## config.mk

```make
export PLATFORM = sky130hd
export DESIGN_NAME = id_ex_register_flat
export DESIGN_NICKNAME = d
export VERILOG_FILES = /design/src/rtl/id_ex_register_if.sv /design/src/rtl/id_ex_register.sv /design/src/flat_wrapper.sv
export SDC_FILE = /design/constraint.sdc
export NUM_CORES = 1
export LEC_CHECK = 0
export CAP_MARGIN = 5
export CORE_UTILIZATION = 35
export CTS_CLUSTER_SIZE = 10
export DETAILED_ROUTE_END_ITERATION = 7
export GPL_ROUTABILITY_DRIVEN = 1
export PLACE_DENSITY_LB_ADDON = 0.25
export SLEW_MARGIN = 25
export SYNTH_ARGS = -nofsm -noshare
export SYNTH_HDL_FRONTEND = slang
export SYNTH_SLANG_ARGS = --single-unit
export TNS_END_PERCENT = 1
```

## constraint.sdc

```tcl
create_clock -name clk -period 9.7 [get_ports clk]
set_input_delay 0.97 -clock clk [delete_from_list [all_inputs] [get_ports clk]]
set_output_delay 0.97 -clock clk [all_outputs]
set_load 0.02 [all_outputs]
```

## src/rtl/id_ex_register_if.sv

```systemverilog
// Decode-to-execute pipeline bundle: decode-side inputs, writeback bypass
// port, registered execute-side outputs and the load-use stall request.
interface id_ex_register_if;
    // Decode-stage request and control
    logic        stall;
    logic        flush;
    logic        id_valid;
    logic [31:0] RD1;
    logic [31:0] RD2;
    logic [4:0]  A1;
    logic [4:0]  A2;
    logic [4:0]  rd_D;
    logic [31:0] imm_D;
    logic [31:0] pc_D;
    logic        RegWrite_D;
    logic        MemWrite_D;
    logic        MemRead_D;
    logic        ALUSrc_D;
    logic        Branch_D;
    logic [2:0]  ALUControl_D;
    // Register-file write port, seen here for same-edge bypass
    logic        WE3_W;
    logic [4:0]  A3_W;
    logic [31:0] WD3_W;
    // Execute-stage registered outputs
    logic        valid_E;
    logic [31:0] RS1_E;
    logic [31:0] RS2_E;
    logic [4:0]  A1_E;
    logic [4:0]  A2_E;
    logic [4:0]  rd_E;
    logic [31:0] imm_E;
    logic [31:0] pc_E;
    logic        RegWrite_E;
    logic        MemWrite_E;
    logic        MemRead_E;
    logic        ALUSrc_E;
    logic        Branch_E;
    logic [2:0]  ALUControl_E;
    logic        hazard_stall;
    logic [15:0] bubble_cnt;

    modport master (
        output stall, flush, id_valid, RD1, RD2, A1, A2, rd_D, imm_D, pc_D,
               RegWrite_D, MemWrite_D, MemRead_D, ALUSrc_D, Branch_D,
               ALUControl_D, WE3_W, A3_W, WD3_W,
        input  valid_E, RS1_E, RS2_E, A1_E, A2_E, rd_E, imm_E, pc_E,
               RegWrite_E, MemWrite_E, MemRead_E, ALUSrc_E, Branch_E,
               ALUControl_E, hazard_stall, bubble_cnt
    );

    modport slave (
        input  stall, flush, id_valid, RD1, RD2, A1, A2, rd_D, imm_D, pc_D,
               RegWrite_D, MemWrite_D, MemRead_D, ALUSrc_D, Branch_D,
               ALUControl_D, WE3_W, A3_W, WD3_W,
        output valid_E, RS1_E, RS2_E, A1_E, A2_E, rd_E, imm_E, pc_E,
               RegWrite_E, MemWrite_E, MemRead_E, ALUSrc_E, Branch_E,
               ALUControl_E, hazard_stall, bubble_cnt
    );
endinterface

```

## src/rtl/id_ex_register.sv

```systemverilog
// ID/EX pipeline register with writeback bypass of source operands,
// load-use hazard detection, bubble insertion and a saturating bubble count.
module id_ex_register (
    input logic               clk,
    input logic               rst,
    id_ex_register_if.slave   bus
);

    // Operand select: x0 always reads zero; a same-edge register-file write
    // to the source register wins over the stale read data.
    function automatic logic [31:0] f_bypass(
        input logic [4:0]  a,
        input logic [31:0] rd,
        input logic        we,
        input logic [4:0]  a3,
        input logic [31:0] wd
    );
        if (a == 5'd0)
            return 32'd0;
        else if (we && (a3 != 5'd0) && (a3 == a))
            return wd;
        else
            return rd;
    endfunction

    // Saturating increment: sticks at all-ones instead of wrapping.
    function automatic logic [15:0] f_sat_inc(input logic [15:0] c);
        return (c == 16'hFFFF) ? c : c + 16'd1;
    endfunction

    logic        r_valid;
    logic [31:0] r_rs1;
    logic [31:0] r_rs2;
    logic [4:0]  r_a1;
    logic [4:0]  r_a2;
    logic [4:0]  r_rd;
    logic [31:0] r_imm;
    logic [31:0] r_pc;
    logic        r_regwrite;
    logic        r_memwrite;
    logic        r_memread;
    logic        r_alusrc;
    logic        r_branch;
    logic [2:0]  r_aluctrl;
    logic [15:0] r_bubble_cnt;

    logic        w_hazard;
    logic        w_bubble;
    logic [31:0] w_rs1;
    logic [31:0] w_rs2;

    // Load-use detection against the instruction currently in execute
    always_comb begin
        w_hazard = r_valid && r_memread && (r_rd != 5'd0) && bus.id_valid &&
                   ((r_rd == bus.A1) || (r_rd == bus.A2));
        w_bubble = bus.flush || w_hazard;
        w_rs1    = f_bypass(bus.A1, bus.RD1, bus.WE3_W, bus.A3_W, bus.WD3_W);
        w_rs2    = f_bypass(bus.A2, bus.RD2, bus.WE3_W, bus.A3_W, bus.WD3_W);
    end

    // Pipeline register: stall holds, flush/hazard bubbles, otherwise load
    always_ff @(posedge clk or posedge rst) begin
        if (rst) begin
            r_valid      <= 1'b0;
            r_rs1        <= 32'd0;
            r_rs2        <= 32'd0;
            r_a1         <= 5'd0;
            r_a2         <= 5'd0;
            r_rd         <= 5'd0;
            r_imm        <= 32'd0;
            r_pc         <= 32'd0;
            r_regwrite   <= 1'b0;
            r_memwrite   <= 1'b0;
            r_memread    <= 1'b0;
            r_alusrc     <= 1'b0;
            r_branch     <= 1'b0;
            r_aluctrl    <= 3'd0;
            r_bubble_cnt <= 16'd0;
        end else if (bus.stall) begin
            // hold everything; a concurrent flush is dropped
        end else if (w_bubble) begin
            r_valid      <= 1'b0;
            r_rs1        <= 32'd0;
            r_rs2        <= 32'd0;
            r_a1         <= 5'd0;
            r_a2         <= 5'd0;
            r_rd         <= 5'd0;
            r_imm        <= 32'd0;
            r_pc         <= 32'd0;
            r_regwrite   <= 1'b0;
            r_memwrite   <= 1'b0;
            r_memread    <= 1'b0;
            r_alusrc     <= 1'b0;
            r_branch     <= 1'b0;
            r_aluctrl    <= 3'd0;
            r_bubble_cnt <= f_sat_inc(r_bubble_cnt);
        end else begin
            // an invalid decode slot carries its data but no side effects
            r_valid      <= bus.id_valid;
            r_rs1        <= w_rs1;
            r_rs2        <= w_rs2;
            r_a1         <= bus.A1;
            r_a2         <= bus.A2;
            r_rd         <= bus.rd_D;
            r_imm        <= bus.imm_D;
            r_pc         <= bus.pc_D;
            r_regwrite   <= bus.id_valid && bus.RegWrite_D;
            r_memwrite   <= bus.id_valid && bus.MemWrite_D;
            r_memread    <= bus.id_valid && bus.MemRead_D;
            r_alusrc     <= bus.id_valid && bus.ALUSrc_D;
            r_branch     <= bus.id_valid && bus.Branch_D;
            r_aluctrl    <= bus.id_valid ? bus.ALUControl_D : 3'd0;
        end
    end

    // Drive the execute-side outputs from the pipeline register
    always_comb begin
        bus.valid_E      = r_valid;
        bus.RS1_E        = r_rs1;
        bus.RS2_E        = r_rs2;
        bus.A1_E         = r_a1;
        bus.A2_E         = r_a2;
        bus.rd_E         = r_rd;
        bus.imm_E        = r_imm;
        bus.pc_E         = r_pc;
        bus.RegWrite_E   = r_regwrite;
        bus.MemWrite_E   = r_memwrite;
        bus.MemRead_E    = r_memread;
        bus.ALUSrc_E     = r_alusrc;
        bus.Branch_E     = r_branch;
        bus.ALUControl_E = r_aluctrl;
        bus.hazard_stall = w_hazard;
        bus.bubble_cnt   = r_bubble_cnt;
    end

endmodule

```

## src/flat_wrapper.sv

```systemverilog
// flat-port wrapper written by rule: the top's interface ports become plain ports
module id_ex_register_flat 
  (clk, rst, bus_stall, bus_flush, bus_id_valid, bus_RD1, bus_RD2, bus_A1, bus_A2, bus_rd_D, bus_imm_D, bus_pc_D, bus_RegWrite_D, bus_MemWrite_D, bus_MemRead_D, bus_ALUSrc_D, bus_Branch_D, bus_ALUControl_D, bus_WE3_W, bus_A3_W, bus_WD3_W, bus_valid_E, bus_RS1_E, bus_RS2_E, bus_A1_E, bus_A2_E, bus_rd_E, bus_imm_E, bus_pc_E, bus_RegWrite_E, bus_MemWrite_E, bus_MemRead_E, bus_ALUSrc_E, bus_Branch_E, bus_ALUControl_E, bus_hazard_stall, bus_bubble_cnt);
  id_ex_register_if bus_i ();
  input logic clk;
  input logic rst;
  input wire logic [$bits(bus_i.stall)-1:0] bus_stall;
  input wire logic [$bits(bus_i.flush)-1:0] bus_flush;
  input wire logic [$bits(bus_i.id_valid)-1:0] bus_id_valid;
  input wire logic [$bits(bus_i.RD1)-1:0] bus_RD1;
  input wire logic [$bits(bus_i.RD2)-1:0] bus_RD2;
  input wire logic [$bits(bus_i.A1)-1:0] bus_A1;
  input wire logic [$bits(bus_i.A2)-1:0] bus_A2;
  input wire logic [$bits(bus_i.rd_D)-1:0] bus_rd_D;
  input wire logic [$bits(bus_i.imm_D)-1:0] bus_imm_D;
  input wire logic [$bits(bus_i.pc_D)-1:0] bus_pc_D;
  input wire logic [$bits(bus_i.RegWrite_D)-1:0] bus_RegWrite_D;
  input wire logic [$bits(bus_i.MemWrite_D)-1:0] bus_MemWrite_D;
  input wire logic [$bits(bus_i.MemRead_D)-1:0] bus_MemRead_D;
  input wire logic [$bits(bus_i.ALUSrc_D)-1:0] bus_ALUSrc_D;
  input wire logic [$bits(bus_i.Branch_D)-1:0] bus_Branch_D;
  input wire logic [$bits(bus_i.ALUControl_D)-1:0] bus_ALUControl_D;
  input wire logic [$bits(bus_i.WE3_W)-1:0] bus_WE3_W;
  input wire logic [$bits(bus_i.A3_W)-1:0] bus_A3_W;
  input wire logic [$bits(bus_i.WD3_W)-1:0] bus_WD3_W;
  output wire logic [$bits(bus_i.valid_E)-1:0] bus_valid_E;
  output wire logic [$bits(bus_i.RS1_E)-1:0] bus_RS1_E;
  output wire logic [$bits(bus_i.RS2_E)-1:0] bus_RS2_E;
  output wire logic [$bits(bus_i.A1_E)-1:0] bus_A1_E;
  output wire logic [$bits(bus_i.A2_E)-1:0] bus_A2_E;
  output wire logic [$bits(bus_i.rd_E)-1:0] bus_rd_E;
  output wire logic [$bits(bus_i.imm_E)-1:0] bus_imm_E;
  output wire logic [$bits(bus_i.pc_E)-1:0] bus_pc_E;
  output wire logic [$bits(bus_i.RegWrite_E)-1:0] bus_RegWrite_E;
  output wire logic [$bits(bus_i.MemWrite_E)-1:0] bus_MemWrite_E;
  output wire logic [$bits(bus_i.MemRead_E)-1:0] bus_MemRead_E;
  output wire logic [$bits(bus_i.ALUSrc_E)-1:0] bus_ALUSrc_E;
  output wire logic [$bits(bus_i.Branch_E)-1:0] bus_Branch_E;
  output wire logic [$bits(bus_i.ALUControl_E)-1:0] bus_ALUControl_E;
  output wire logic [$bits(bus_i.hazard_stall)-1:0] bus_hazard_stall;
  output wire logic [$bits(bus_i.bubble_cnt)-1:0] bus_bubble_cnt;
  assign bus_i.stall = bus_stall;
  assign bus_i.flush = bus_flush;
  assign bus_i.id_valid = bus_id_valid;
  assign bus_i.RD1 = bus_RD1;
  assign bus_i.RD2 = bus_RD2;
  assign bus_i.A1 = bus_A1;
  assign bus_i.A2 = bus_A2;
  assign bus_i.rd_D = bus_rd_D;
  assign bus_i.imm_D = bus_imm_D;
  assign bus_i.pc_D = bus_pc_D;
  assign bus_i.RegWrite_D = bus_RegWrite_D;
  assign bus_i.MemWrite_D = bus_MemWrite_D;
  assign bus_i.MemRead_D = bus_MemRead_D;
  assign bus_i.ALUSrc_D = bus_ALUSrc_D;
  assign bus_i.Branch_D = bus_Branch_D;
  assign bus_i.ALUControl_D = bus_ALUControl_D;
  assign bus_i.WE3_W = bus_WE3_W;
  assign bus_i.A3_W = bus_A3_W;
  assign bus_i.WD3_W = bus_WD3_W;
  assign bus_valid_E = bus_i.valid_E;
  assign bus_RS1_E = bus_i.RS1_E;
  assign bus_RS2_E = bus_i.RS2_E;
  assign bus_A1_E = bus_i.A1_E;
  assign bus_A2_E = bus_i.A2_E;
  assign bus_rd_E = bus_i.rd_E;
  assign bus_imm_E = bus_i.imm_E;
  assign bus_pc_E = bus_i.pc_E;
  assign bus_RegWrite_E = bus_i.RegWrite_E;
  assign bus_MemWrite_E = bus_i.MemWrite_E;
  assign bus_MemRead_E = bus_i.MemRead_E;
  assign bus_ALUSrc_E = bus_i.ALUSrc_E;
  assign bus_Branch_E = bus_i.Branch_E;
  assign bus_ALUControl_E = bus_i.ALUControl_E;
  assign bus_hazard_stall = bus_i.hazard_stall;
  assign bus_bubble_cnt = bus_i.bubble_cnt;
  id_ex_register u_core (.clk(clk), .rst(rst), .bus(bus_i));
endmodule
```

==> impl_results.html, run 1 <==
<table>
<tr><th>Metric</th><th>Value</th></tr>
<tr><th colspan="2">Clock network</th></tr>
<tr><td>Cells resized by post-CTS repair</td><td>0</td></tr>
<tr><td>CTS tree</td><td>yes</td></tr>
<tr><td>Clk buf depth</td><td>2</td></tr>
<tr><td>Number of buffers added for setup after CTS</td><td>0</td></tr>
<tr><td>H-tree depth reported by CTS</td><td>4</td></tr>
<tr><td>CTS Root Buffer Type</td><td>clkbuf_16</td></tr>
<tr><td>Clock Sinks</td><td>168</td></tr>
<tr><td>Total clock buffers created by CTS</td><td>17</td></tr>
<tr><td>Clock-pin transition on the worst setup and hold timing paths</td><td>0.07 ns</td></tr>
<tr><td>Clock latency of the later-clocked register in the worst-skew pair</td><td>~0.43 ns</td></tr>
<tr><td>Post-CTS Hold Fix Bufs</td><td>0</td></tr>
<tr><th colspan="2">Worst setup path</th></tr>
<tr><td>WP data required</td><td>between 8 and 9 ns</td></tr>
<tr><td>R2r setup slk</td><td>7.54 ns</td></tr>
<tr><td>Startpoint-to-endpoint class of the critical path</td><td>in -&gt; out</td></tr>
<tr><td>Critical Path AT</td><td>roughly 3 ns</td></tr>
<tr><td>Startpoint types</td><td>input pin</td></tr>
<tr><td>Top fanout value on the critical path</td><td>10</td></tr>
<tr><td>Setup crit end kind</td><td>primary output</td></tr>
<tr><th colspan="2">Global route</th></tr>
<tr><td>Vias in the first global route</td><td>6280</td></tr>
<tr><td>Maximum number of pins on one net before global-route repair</td><td>129</td></tr>
<tr><td>First-pass GRT wire length</td><td>36.2 mm</td></tr>
<tr><td>Sum of overflow across all layers after global routing</td><td>0</td></tr>
<tr><td>Total track usage</td><td>between 20% and 30%</td></tr>
<tr><td>Number of antenna violations at the first check in global routing</td><td>0</td></tr>
<tr><th colspan="2">Cells and area</th></tr>
<tr><td>Fill count</td><td>1736</td></tr>
<tr><td>Area occupied by multi-input gates</td><td>approximately 2900 um^2</td></tr>
<tr><td>Flip-flop and latch area</td><td>approximately 4200 um^2</td></tr>
<tr><td>Share of post-route cells with drive strength above 1</td><td>just under 6%</td></tr>
<tr><td>Post-route insts no fill</td><td>1219</td></tr>
<tr><td>Area added between synthesis and finish</td><td>60.4%</td></tr>
<tr><td>Final instance area</td><td>~12000 um^2</td></tr>
<tr><td>Number of antenna diodes</td><td>0</td></tr>
<tr><td>Net total in the final layout</td><td>between 1000 and 1500</td></tr>
<tr><th colspan="2">Synthesis</th></tr>
<tr><td>Post-synthesis share of cell area spent on xor and xnor gates</td><td>4.18%</td></tr>
<tr><td>Unique cell type count in the Yosys netlist</td><td>34</td></tr>
<tr><td>Number of instances in the synthesized netlist</td><td>597</td></tr>
<tr><td>Number of synthesized flops with an enable pin</td><td>0</td></tr>
<tr><td>Top area cells in the synthesized netlist</td><td>dfrtp_1 (57%), a22o_1 (9.5%), mux2i_1 (8.7%), o31ai_1 (6.5%), nand2_1 (3.5%)</td></tr>
<tr><td>Share of cell area taken by muxes after synthesis</td><td>8.88%</td></tr>
<tr><td>Most numerous cell in the Yosys netlist</td><td>dfrtp_1</td></tr>
<tr><td>Primary FF master, synth</td><td>dfrtp_1</td></tr>
<tr><td>Area fraction of the dominant cell type after synthesis</td><td>57.3%</td></tr>
<tr><td>Synth Cell Area</td><td>around 7300 um^2</td></tr>
<tr><td>Cell accounting for the most synthesized area</td><td>dfrtp_1</td></tr>
<tr><td>Asr flop ratio synth</td><td>100%</td></tr>
<tr><td>Simple-gate share of the synthesized area</td><td>under 10%</td></tr>
<tr><td>Post-synth top cells</td><td>dfrtp_1 (168), a22o_1 (80), nand2_1 (69)</td></tr>
<tr><td>Yosys Warn Count</td><td>0</td></tr>
<tr><td>Portion of the post-synthesis area used by sequential elements</td><td>between 50% and 60%</td></tr>
<tr><td>Nets in the synthesized netlist</td><td>792</td></tr>
<tr><td>Largest family of logic cells by synthesized area</td><td>compound AO/OA/AOI/OAI gates</td></tr>
<tr><td>Syn Area/Cell</td><td>about 12 um^2</td></tr>
<tr><td>Post-synthesis compound-gate area fraction</td><td>18.3%</td></tr>
<tr><td>Flip-flop and latch count after synthesis</td><td>168</td></tr>
<tr><td>Area share of fa/ha/maj cells after synthesis</td><td>0.171%</td></tr>
<tr><th colspan="2">Floorplan</th></tr>
<tr><td>Initial core utilization</td><td>36.0%</td></tr>
<tr><td>I/O pin cnt</td><td>between 300 and 400</td></tr>
<tr><td>Area enclosed by the die boundary</td><td>about 22000 um^2</td></tr>
<tr><td>Chip height</td><td>147 um</td></tr>
<tr><td>Std cell rows</td><td>52</td></tr>
<tr><td>Core area</td><td>20400 um^2</td></tr>
<tr><td>Die X</td><td>approximately 150 um</td></tr>
<tr><th colspan="2">Route</th></tr>
<tr><td>Total number of vias</td><td>6171</td></tr>
<tr><td>First-iteration detailed-routing DRC count</td><td>263</td></tr>
<tr><td>Via density per instance</td><td>slightly above 5</td></tr>
<tr><td>Final antenna-violating net count</td><td>0</td></tr>
<tr><td>Total Routed Length</td><td>23.3 mm</td></tr>
<tr><td>Number of remaining DRC errors</td><td>0</td></tr>
<tr><td>1st-pass router iterations</td><td>5</td></tr>
<tr><td>Average wire per cell in the routed design</td><td>19.1 um</td></tr>
<tr><th colspan="2">Timing</th></tr>
<tr><td>Post-route minimum period</td><td>3.96 ns</td></tr>
<tr><td>Setup TNS</td><td>0 ns</td></tr>
<tr><td>Actual transition at the worst max-transition pin</td><td>0.978 ns</td></tr>
<tr><td>Post-route fraction of the period consumed by the critical path</td><td>40.8%</td></tr>
<tr><td>Clock skew after layout</td><td>0.0138 ns</td></tr>
<tr><td>Worst-case hold slack</td><td>0.482 ns</td></tr>
<tr><td>Final hold violation count</td><td>0</td></tr>
<tr><td>RSZ-0062 raised after global routing</td><td>false</td></tr>
<tr><td>Slew Limit Fails</td><td>0</td></tr>
<tr><td>Max frequency</td><td>253 MHz</td></tr>
<tr><td>Final count of negative-setup-slack endpoints</td><td>0</td></tr>
<tr><td>Max-slew headroom at the worst pin</td><td>34.8%</td></tr>
<tr><th colspan="2">Power</th></tr>
<tr><td>Leakage</td><td>4.84 nW</td></tr>
<tr><td>Power per unit of standard cell area</td><td>166 nW/um^2</td></tr>
<tr><td>Worst vdd ir</td><td>between 0.1 and 0.15 mV</td></tr>
<tr><th colspan="2">Place</th></tr>
<tr><td>IO buf count</td><td>362</td></tr>
<tr><td>Count of placed standard cells including taps</td><td>1185</td></tr>
<tr><td>Placement-stage cell area</td><td>11100 um^2</td></tr>
<tr><td>Gp weighted congestion</td><td>between 0.7 and 0.8</td></tr>
<tr><td>Sum of net half-perimeters after detailed placement</td><td>16.4 mm</td></tr>
<tr><th colspan="2">Min path</th></tr>
<tr><td>Tightest Hold Check Type</td><td>reg -&gt; reg</td></tr>
<tr><th colspan="2">Status</th></tr>
<tr><td>Result of the run</td><td>complete, no violations</td></tr>
<tr><th colspan="2">Job</th></tr>
<tr><td>Maximum Capacitance Violations</td><td>0</td></tr>
</table>
==> worst paths after layout <==
path                                                          end  cells past startpoint                        startpoint
max                                              bus_hazard_stall                      6                      bus_id_valid
min in group asynchronous         u_core.bus.pc_E[28]$_DFFE_PP0N_                      2                               rst
max in group asynchronous         u_core.bus.ALUSrc_E$_DFFE_PP0N_                      3                               rst
max reg2reg                u_core.bus.ALUControl_E[0]$_DFFE_PP0N_                      6    u_core.bus.rd_E[2]$_DFFE_PP0N_
min reg2reg                      u_core.bus.RS2_E[17]$_DFFE_PP0N_                      2  u_core.bus.RS2_E[17]$_DFFE_PP0N_
min                              u_core.bus.RS2_E[17]$_DFFE_PP0N_                      2  u_core.bus.RS2_E[17]$_DFFE_PP0N_
==> per-layer routing <==
metal	vias up	GRT usage [%]	part of all wire, %
met3	19	6.74	8.0
met4	0	6.15	1.3
li1	2903	-	-
met1	2992	27.7	43
met2	257	35.7	48
met5	-	0	0
==> logic make-up (layout without fill, tap and decap cells) <==
kind of cell | after synthesis | in the layout
flip-flops | 168 | 168
AO/OA/AOI/OAI | 163 | 163
AND/OR/NAND/NOR | 113 | 113
XOR/XNOR | 35 | 35
multiplexers | 65 | 65
adder cells (fa/ha/maj) | 1 | 1
buffers and inverters | 52 | 404
==> registers in the layout (all words and copies together), names as in the netlist <==
register	count
u_core.bus.pc_E	32
u_core.bus.rd_E	5
u_core.bus.imm_E	32
u_core.bus.RegWrite_E	1
u_core.bus.A2_E	5
u_core.bus.A1_E	5
u_core.bus.bubble_cnt	16
u_core.bus.MemWrite_E	1
u_core.bus.ALUSrc_E	1
u_core.bus.RS1_E	32
u_core.bus.ALUControl_E	3
u_core.bus.MemRead_E	1
u_core.bus.Branch_E	1
u_core.bus.valid_E	1
u_core.bus.RS2_E	32
==> placed cells by master, fill, tap and decap left out, types with 2 or more instances in the layout <==
master / n
nor4_4: 2
nor4_1: 8
xor2_1: 29
a32o_1: 8
o31ai_1: 64
nor3_2: 2
nand2_1: 69
nor3b_1: 2
nor3_1: 5
a21oi_1: 3
dfrtp_1: 168
bufinv_16: 2
clkbuf_16: 17
and4_1: 3
xnor2_1: 6
mux2i_1: 64
nand3_1: 8
clkinv_4: 2
clkdlybuf4s50_1: 361
buf_4: 6
inv_6: 3
a22o_1: 80
inv_8: 5
o21ai_2: 4
nor2_1: 9
==> layout make-up <==
type	instances	share of cell area, %
Multi-Input combinational cell	377	24.6
Timing Repair Buffer	370	31.5
Tap cell	270	2.87
Clock buffer	18	3.73
Sequential cell	168	35.7
Inverter	2	0.106
Clock inverter	14	1.53
==> critical path: stages <==
cell	delay, ns
clkdlybuf4s50_1	0.69
nand3_1	0.18
a21oi_1	0.23
inv_1	0.14
nor2_1	0.12
clkdlybuf4s50_1	0.65
==> through the flow <==
stage,utilization (%),setup WS (ns),power (mW)
2_1_floorplan,-,4.18,1.01
3_3_place_gp,54.6,5.78,1.25
3_5_place_dp,54.6,5.78,1.26
4_1_cts,57.6,5.78,1.98
5_1_grt,57.8,5.57,2.05
6_report,57.8,5.74,1.96
==> power by group <==
| part | internal [mW] | leakage (nW) | total [mW] | switching [mW] |
|---|---|---|---|---|
| clock | 0.400 | 0.304 | 0.714 | 0.314 |
| combinational | 0.228 | 2.34 | 0.438 | 0.209 |
| sequential | 0.762 | 2.20 | 0.807 | 0.0453 |
(Power assumes the default switching activity.)
==> run 2: changes to the inputs <==
==> constraint.sdc (replaced) <==
create_clock -name clk -period 3.95 [get_ports clk]
set_input_delay 0.395 -clock clk [delete_from_list [all_inputs] [get_ports clk]]
set_output_delay 0.395 -clock clk [all_outputs]
set_load 0.02 [all_outputs]
==> run 2 against run 1 <==
Against the previous run:
- sequential cell count unchanged
- combinational power rose by 150%
- worst setup slack got worse by 4.6 ns
- non-clock buffer count increased by 2
- wire length is 0.95% higher
- clock skew is 0.00066 ns lower
- final cell count is 0.16% higher
- via count increased by 0.11%
- largest power group unchanged
==> impl_results.html, run 2 (synthesis results as in run 1) <==
<table>
<tr><th>Metric</th><th>Value</th></tr>
<tr><th colspan="2">Clock network</th></tr>
<tr><td>Clock Sinks</td><td>168 (unchanged)</td></tr>
<tr><td>Clk buf depth</td><td>2 (unchanged)</td></tr>
<tr><td>Post-CTS Hold Fix Bufs</td><td>0 (unchanged)</td></tr>
<tr><td>Total clock buffers created by CTS</td><td>17 (unchanged)</td></tr>
<tr><td>CTS Root Buffer Type</td><td>clkbuf_16</td></tr>
<tr><td>Number of buffers added for setup after CTS</td><td>0 (unchanged)</td></tr>
<tr><td>Cells resized by post-CTS repair</td><td>0 (unchanged)</td></tr>
<tr><td>H-tree depth reported by CTS</td><td>4 (unchanged)</td></tr>
<tr><td>Clock-pin transition on the worst setup and hold timing paths</td><td>0.07 ns (about the same)</td></tr>
<tr><td>Clock latency of the later-clocked register in the worst-skew pair</td><td>0.43 ns (about the same)</td></tr>
<tr><td>CTS tree</td><td>yes</td></tr>
<tr><th colspan="2">Timing</th></tr>
<tr><td>Post-route minimum period</td><td>about 2.8 ns</td></tr>
<tr><td>Setup TNS</td><td>0 ns (unchanged)</td></tr>
<tr><td>Worst-case hold slack</td><td>0.471 ns (-0.0113 ns)</td></tr>
<tr><td>Max-slew headroom at the worst pin</td><td>35.1% (+0.30 points)</td></tr>
<tr><td>Final hold violation count</td><td>0 (unchanged)</td></tr>
<tr><td>Slew Limit Fails</td><td>0 (unchanged)</td></tr>
<tr><td>Clock skew after layout</td><td>0.0132 ns (-0.000665 ns)</td></tr>
<tr><td>Max frequency</td><td>about 360 MHz</td></tr>
<tr><td>Actual transition at the worst max-transition pin</td><td>0.974 ns (-0.00446 ns)</td></tr>
<tr><td>RSZ-0062 raised after global routing</td><td>false</td></tr>
<tr><td>Post-route fraction of the period consumed by the critical path</td><td>a little over two thirds</td></tr>
<tr><td>Final count of negative-setup-slack endpoints</td><td>0 (unchanged)</td></tr>
<tr><th colspan="2">Floorplan</th></tr>
<tr><td>Initial core utilization</td><td>36.0% (unchanged)</td></tr>
<tr><td>Chip height</td><td>147 um (unchanged)</td></tr>
<tr><td>Die X</td><td>147 um (unchanged)</td></tr>
<tr><td>I/O pin cnt</td><td>363 (unchanged)</td></tr>
<tr><td>Core area</td><td>20400 um^2 (unchanged)</td></tr>
<tr><td>Std cell rows</td><td>52 (unchanged)</td></tr>
<tr><td>Area enclosed by the die boundary</td><td>21600 um^2 (unchanged)</td></tr>
<tr><th colspan="2">Cells and area</th></tr>
<tr><td>Net total in the final layout</td><td>1133 (+0.18%)</td></tr>
<tr><td>Area added between synthesis and finish</td><td>60.9%</td></tr>
<tr><td>Flip-flop and latch area</td><td>4200 um^2 (unchanged)</td></tr>
<tr><td>Final instance area</td><td>11800 um^2 (+0.33%)</td></tr>
<tr><td>Share of post-route cells with drive strength above 1</td><td>5.89% (+0.093 points)</td></tr>
<tr><td>Leading cell types in the layout, fill and taps excluded</td><td>clkdlybuf4s50_1 (361), dfrtp_1 (168), a22o_1 (80)</td></tr>
<tr><td>Fill count</td><td>1748 (+0.69%)</td></tr>
<tr><td>Area occupied by multi-input gates</td><td>2890 um^2 (-0.13%)</td></tr>
<tr><td>Number of antenna diodes</td><td>0 (unchanged)</td></tr>
<tr><td>Post-route insts no fill</td><td>1221 (+0.16%)</td></tr>
<tr><td>Commonest non-fill, non-tap cell in the layout</td><td>clkdlybuf4s50_1</td></tr>
<tr><td>Finished Core Util</td><td>58.0% (+0.19 points)</td></tr>
<tr><th colspan="2">Worst setup path</th></tr>
<tr><td>Top fanout value on the critical path</td><td>10 (unchanged)</td></tr>
<tr><td>Worst stage delay on the critical path</td><td>0.69 ns (about the same)</td></tr>
<tr><td>Startpoint types</td><td>input pin</td></tr>
<tr><td>Critical path, cell by cell</td><td>clkdlybuf4s50_1 &gt; nand3_1 &gt; a21oi_1 &gt; inv_1 &gt; nor2_1 &gt; clkdlybuf4s50_1</td></tr>
<tr><td>Library cell appearing most often on the critical path</td><td>clkdlybuf4s50_1</td></tr>
<tr><td>Setup crit end kind</td><td>primary output</td></tr>
<tr><td>Startpoint-to-endpoint class of the critical path</td><td>in -&gt; out</td></tr>
<tr><td>Critical Path AT</td><td>2.37 ns (-0.62 ns)</td></tr>
<tr><td>Cell depth of the worst flop-to-flop path</td><td>6 (unchanged)</td></tr>
<tr><td>Slowest cell on the critical path</td><td>clkdlybuf4s50_1</td></tr>
<tr><td>WP data required</td><td>3.56 ns (-5.17 ns)</td></tr>
<tr><th colspan="2">Route</th></tr>
<tr><td>Final antenna-violating net count</td><td>0 (unchanged)</td></tr>
<tr><td>Via density per instance</td><td>5.06 (about the same)</td></tr>
<tr><td>Number of remaining DRC errors</td><td>0 (unchanged)</td></tr>
<tr><td>1st-pass router iterations</td><td>4 (-1)</td></tr>
<tr><td>First-iteration detailed-routing DRC count</td><td>302 (+15%)</td></tr>
<tr><td>Total number of vias</td><td>6178 (+0.11%)</td></tr>
<tr><td>Total Routed Length</td><td>23.5 mm (+0.95%)</td></tr>
<tr><td>Average wire per cell in the routed design</td><td>19.3 um (+0.78%)</td></tr>
<tr><th colspan="2">Job</th></tr>
<tr><td>Maximum Capacitance Violations</td><td>0 (unchanged)</td></tr>
<tr><th colspan="2">Global route</th></tr>
<tr><td>Maximum number of pins on one net before global-route repair</td><td>129 (unchanged)</td></tr>
<tr><td>First-pass GRT wire length</td><td>36.9 mm (+1.8%)</td></tr>
<tr><td>Sum of overflow across all layers after global routing</td><td>0 (unchanged)</td></tr>
<tr><td>Vias in the first global route</td><td>6487 (+3.3%)</td></tr>
<tr><td>Number of antenna violations at the first check in global routing</td><td>0 (unchanged)</td></tr>
<tr><td>Total track usage</td><td>22.2% (+0.37 points)</td></tr>
<tr><th colspan="2">Min path</th></tr>
<tr><td>Tightest Hold Check Type</td><td>in -&gt; async</td></tr>
<tr><th colspan="2">Place</th></tr>
<tr><td>Gp weighted congestion</td><td>0.822 (+7.5%)</td></tr>
<tr><td>Sum of net half-perimeters after detailed placement</td><td>16.6 mm (+1.5%)</td></tr>
<tr><td>Placement-stage cell area</td><td>11200 um^2 (+0.60%)</td></tr>
<tr><td>Count of placed standard cells including taps</td><td>1189 (+0.34%)</td></tr>
<tr><td>IO buf count</td><td>362 (unchanged)</td></tr>
<tr><th colspan="2">Power</th></tr>
<tr><td>Worst vdd ir</td><td>0.266 mV (+150%)</td></tr>
<tr><td>Power per unit of standard cell area</td><td>412 nW/um^2 (+150%)</td></tr>
<tr><td>Leakage</td><td>4.86 nW (+0.30%)</td></tr>
<tr><th colspan="2">Status</th></tr>
<tr><td>Result of the run</td><td>complete, no violations</td></tr>
</table>
[run 2: final timing paths]
check,slack [ns],endpoint,startpoint
hold reg to reg,0.48,u_core.bus.RS1_E[4]$_DFFE_PP0N_,u_core.bus.RS1_E[4]$_DFFE_PP0N_
setup reg to reg,1.78,u_core.bus.rd_E[3]$_DFFE_PP0N_,u_core.bus.rd_E[0]$_DFFE_PP0N_
min in group clk,0.48,u_core.bus.RS1_E[4]$_DFFE_PP0N_,u_core.bus.RS1_E[4]$_DFFE_PP0N_
setup / recovery,1.18,bus_hazard_stall,bus_id_valid
hold / removal,0.47,u_core.bus.imm_E[0]$_DFFE_PP0N_,rst
max in group asynchronous,2.61,u_core.bus.RS1_E[28]$_DFFE_PP0N_,rst
[run 2: per-stage QoR]
| step | power, mW | setup slack (ns) |
|---|---|---|
| 2_1_floorplan | 2.48 | 1.41 |
| 3_3_place_gp | 3.09 | 1.17 |
| 3_5_place_dp | 3.10 | 1.14 |
| 4_1_cts | 4.91 | 1.14 |
| 5_1_grt | 5.07 | 1.06 |
| 6_report | 4.86 | 1.18 |
[run 2: final cells by class]
type / instances / area share, %
sequential: 168 / 35.6
timing repair buffer: 372 / 31.7
multi-input combinational: 377 / 24.4
clock buffer: 17 / 3.60
tap: 270 / 2.86
clock inverter: 15 / 1.74
inverter: 2 / 0.0954
[run 2: layer usage]
layer / GRT usage (%) / wire (um)
met1: 27.6 / 9620
met5: 0 / 0
met3: 7.17 / 2120
met4: 8.23 / 551
met2: 35.9 / 11200
[run 2: where the power goes]
group / internal (mW) / switching [mW] / total [mW]
registers: 1.87 / 0.113 / 1.98
clock network: 1.02 / 0.768 / 1.79
logic: 0.566 / 0.517 / 1.08
total: 3.46 / 1.40 / 4.86
[run 2: worst max-delay path, delay by kind of cell]
family	cells	cell delay, ns
buf+inv	3	1.47
compound gates	1	0.21
simple gates	2	0.30
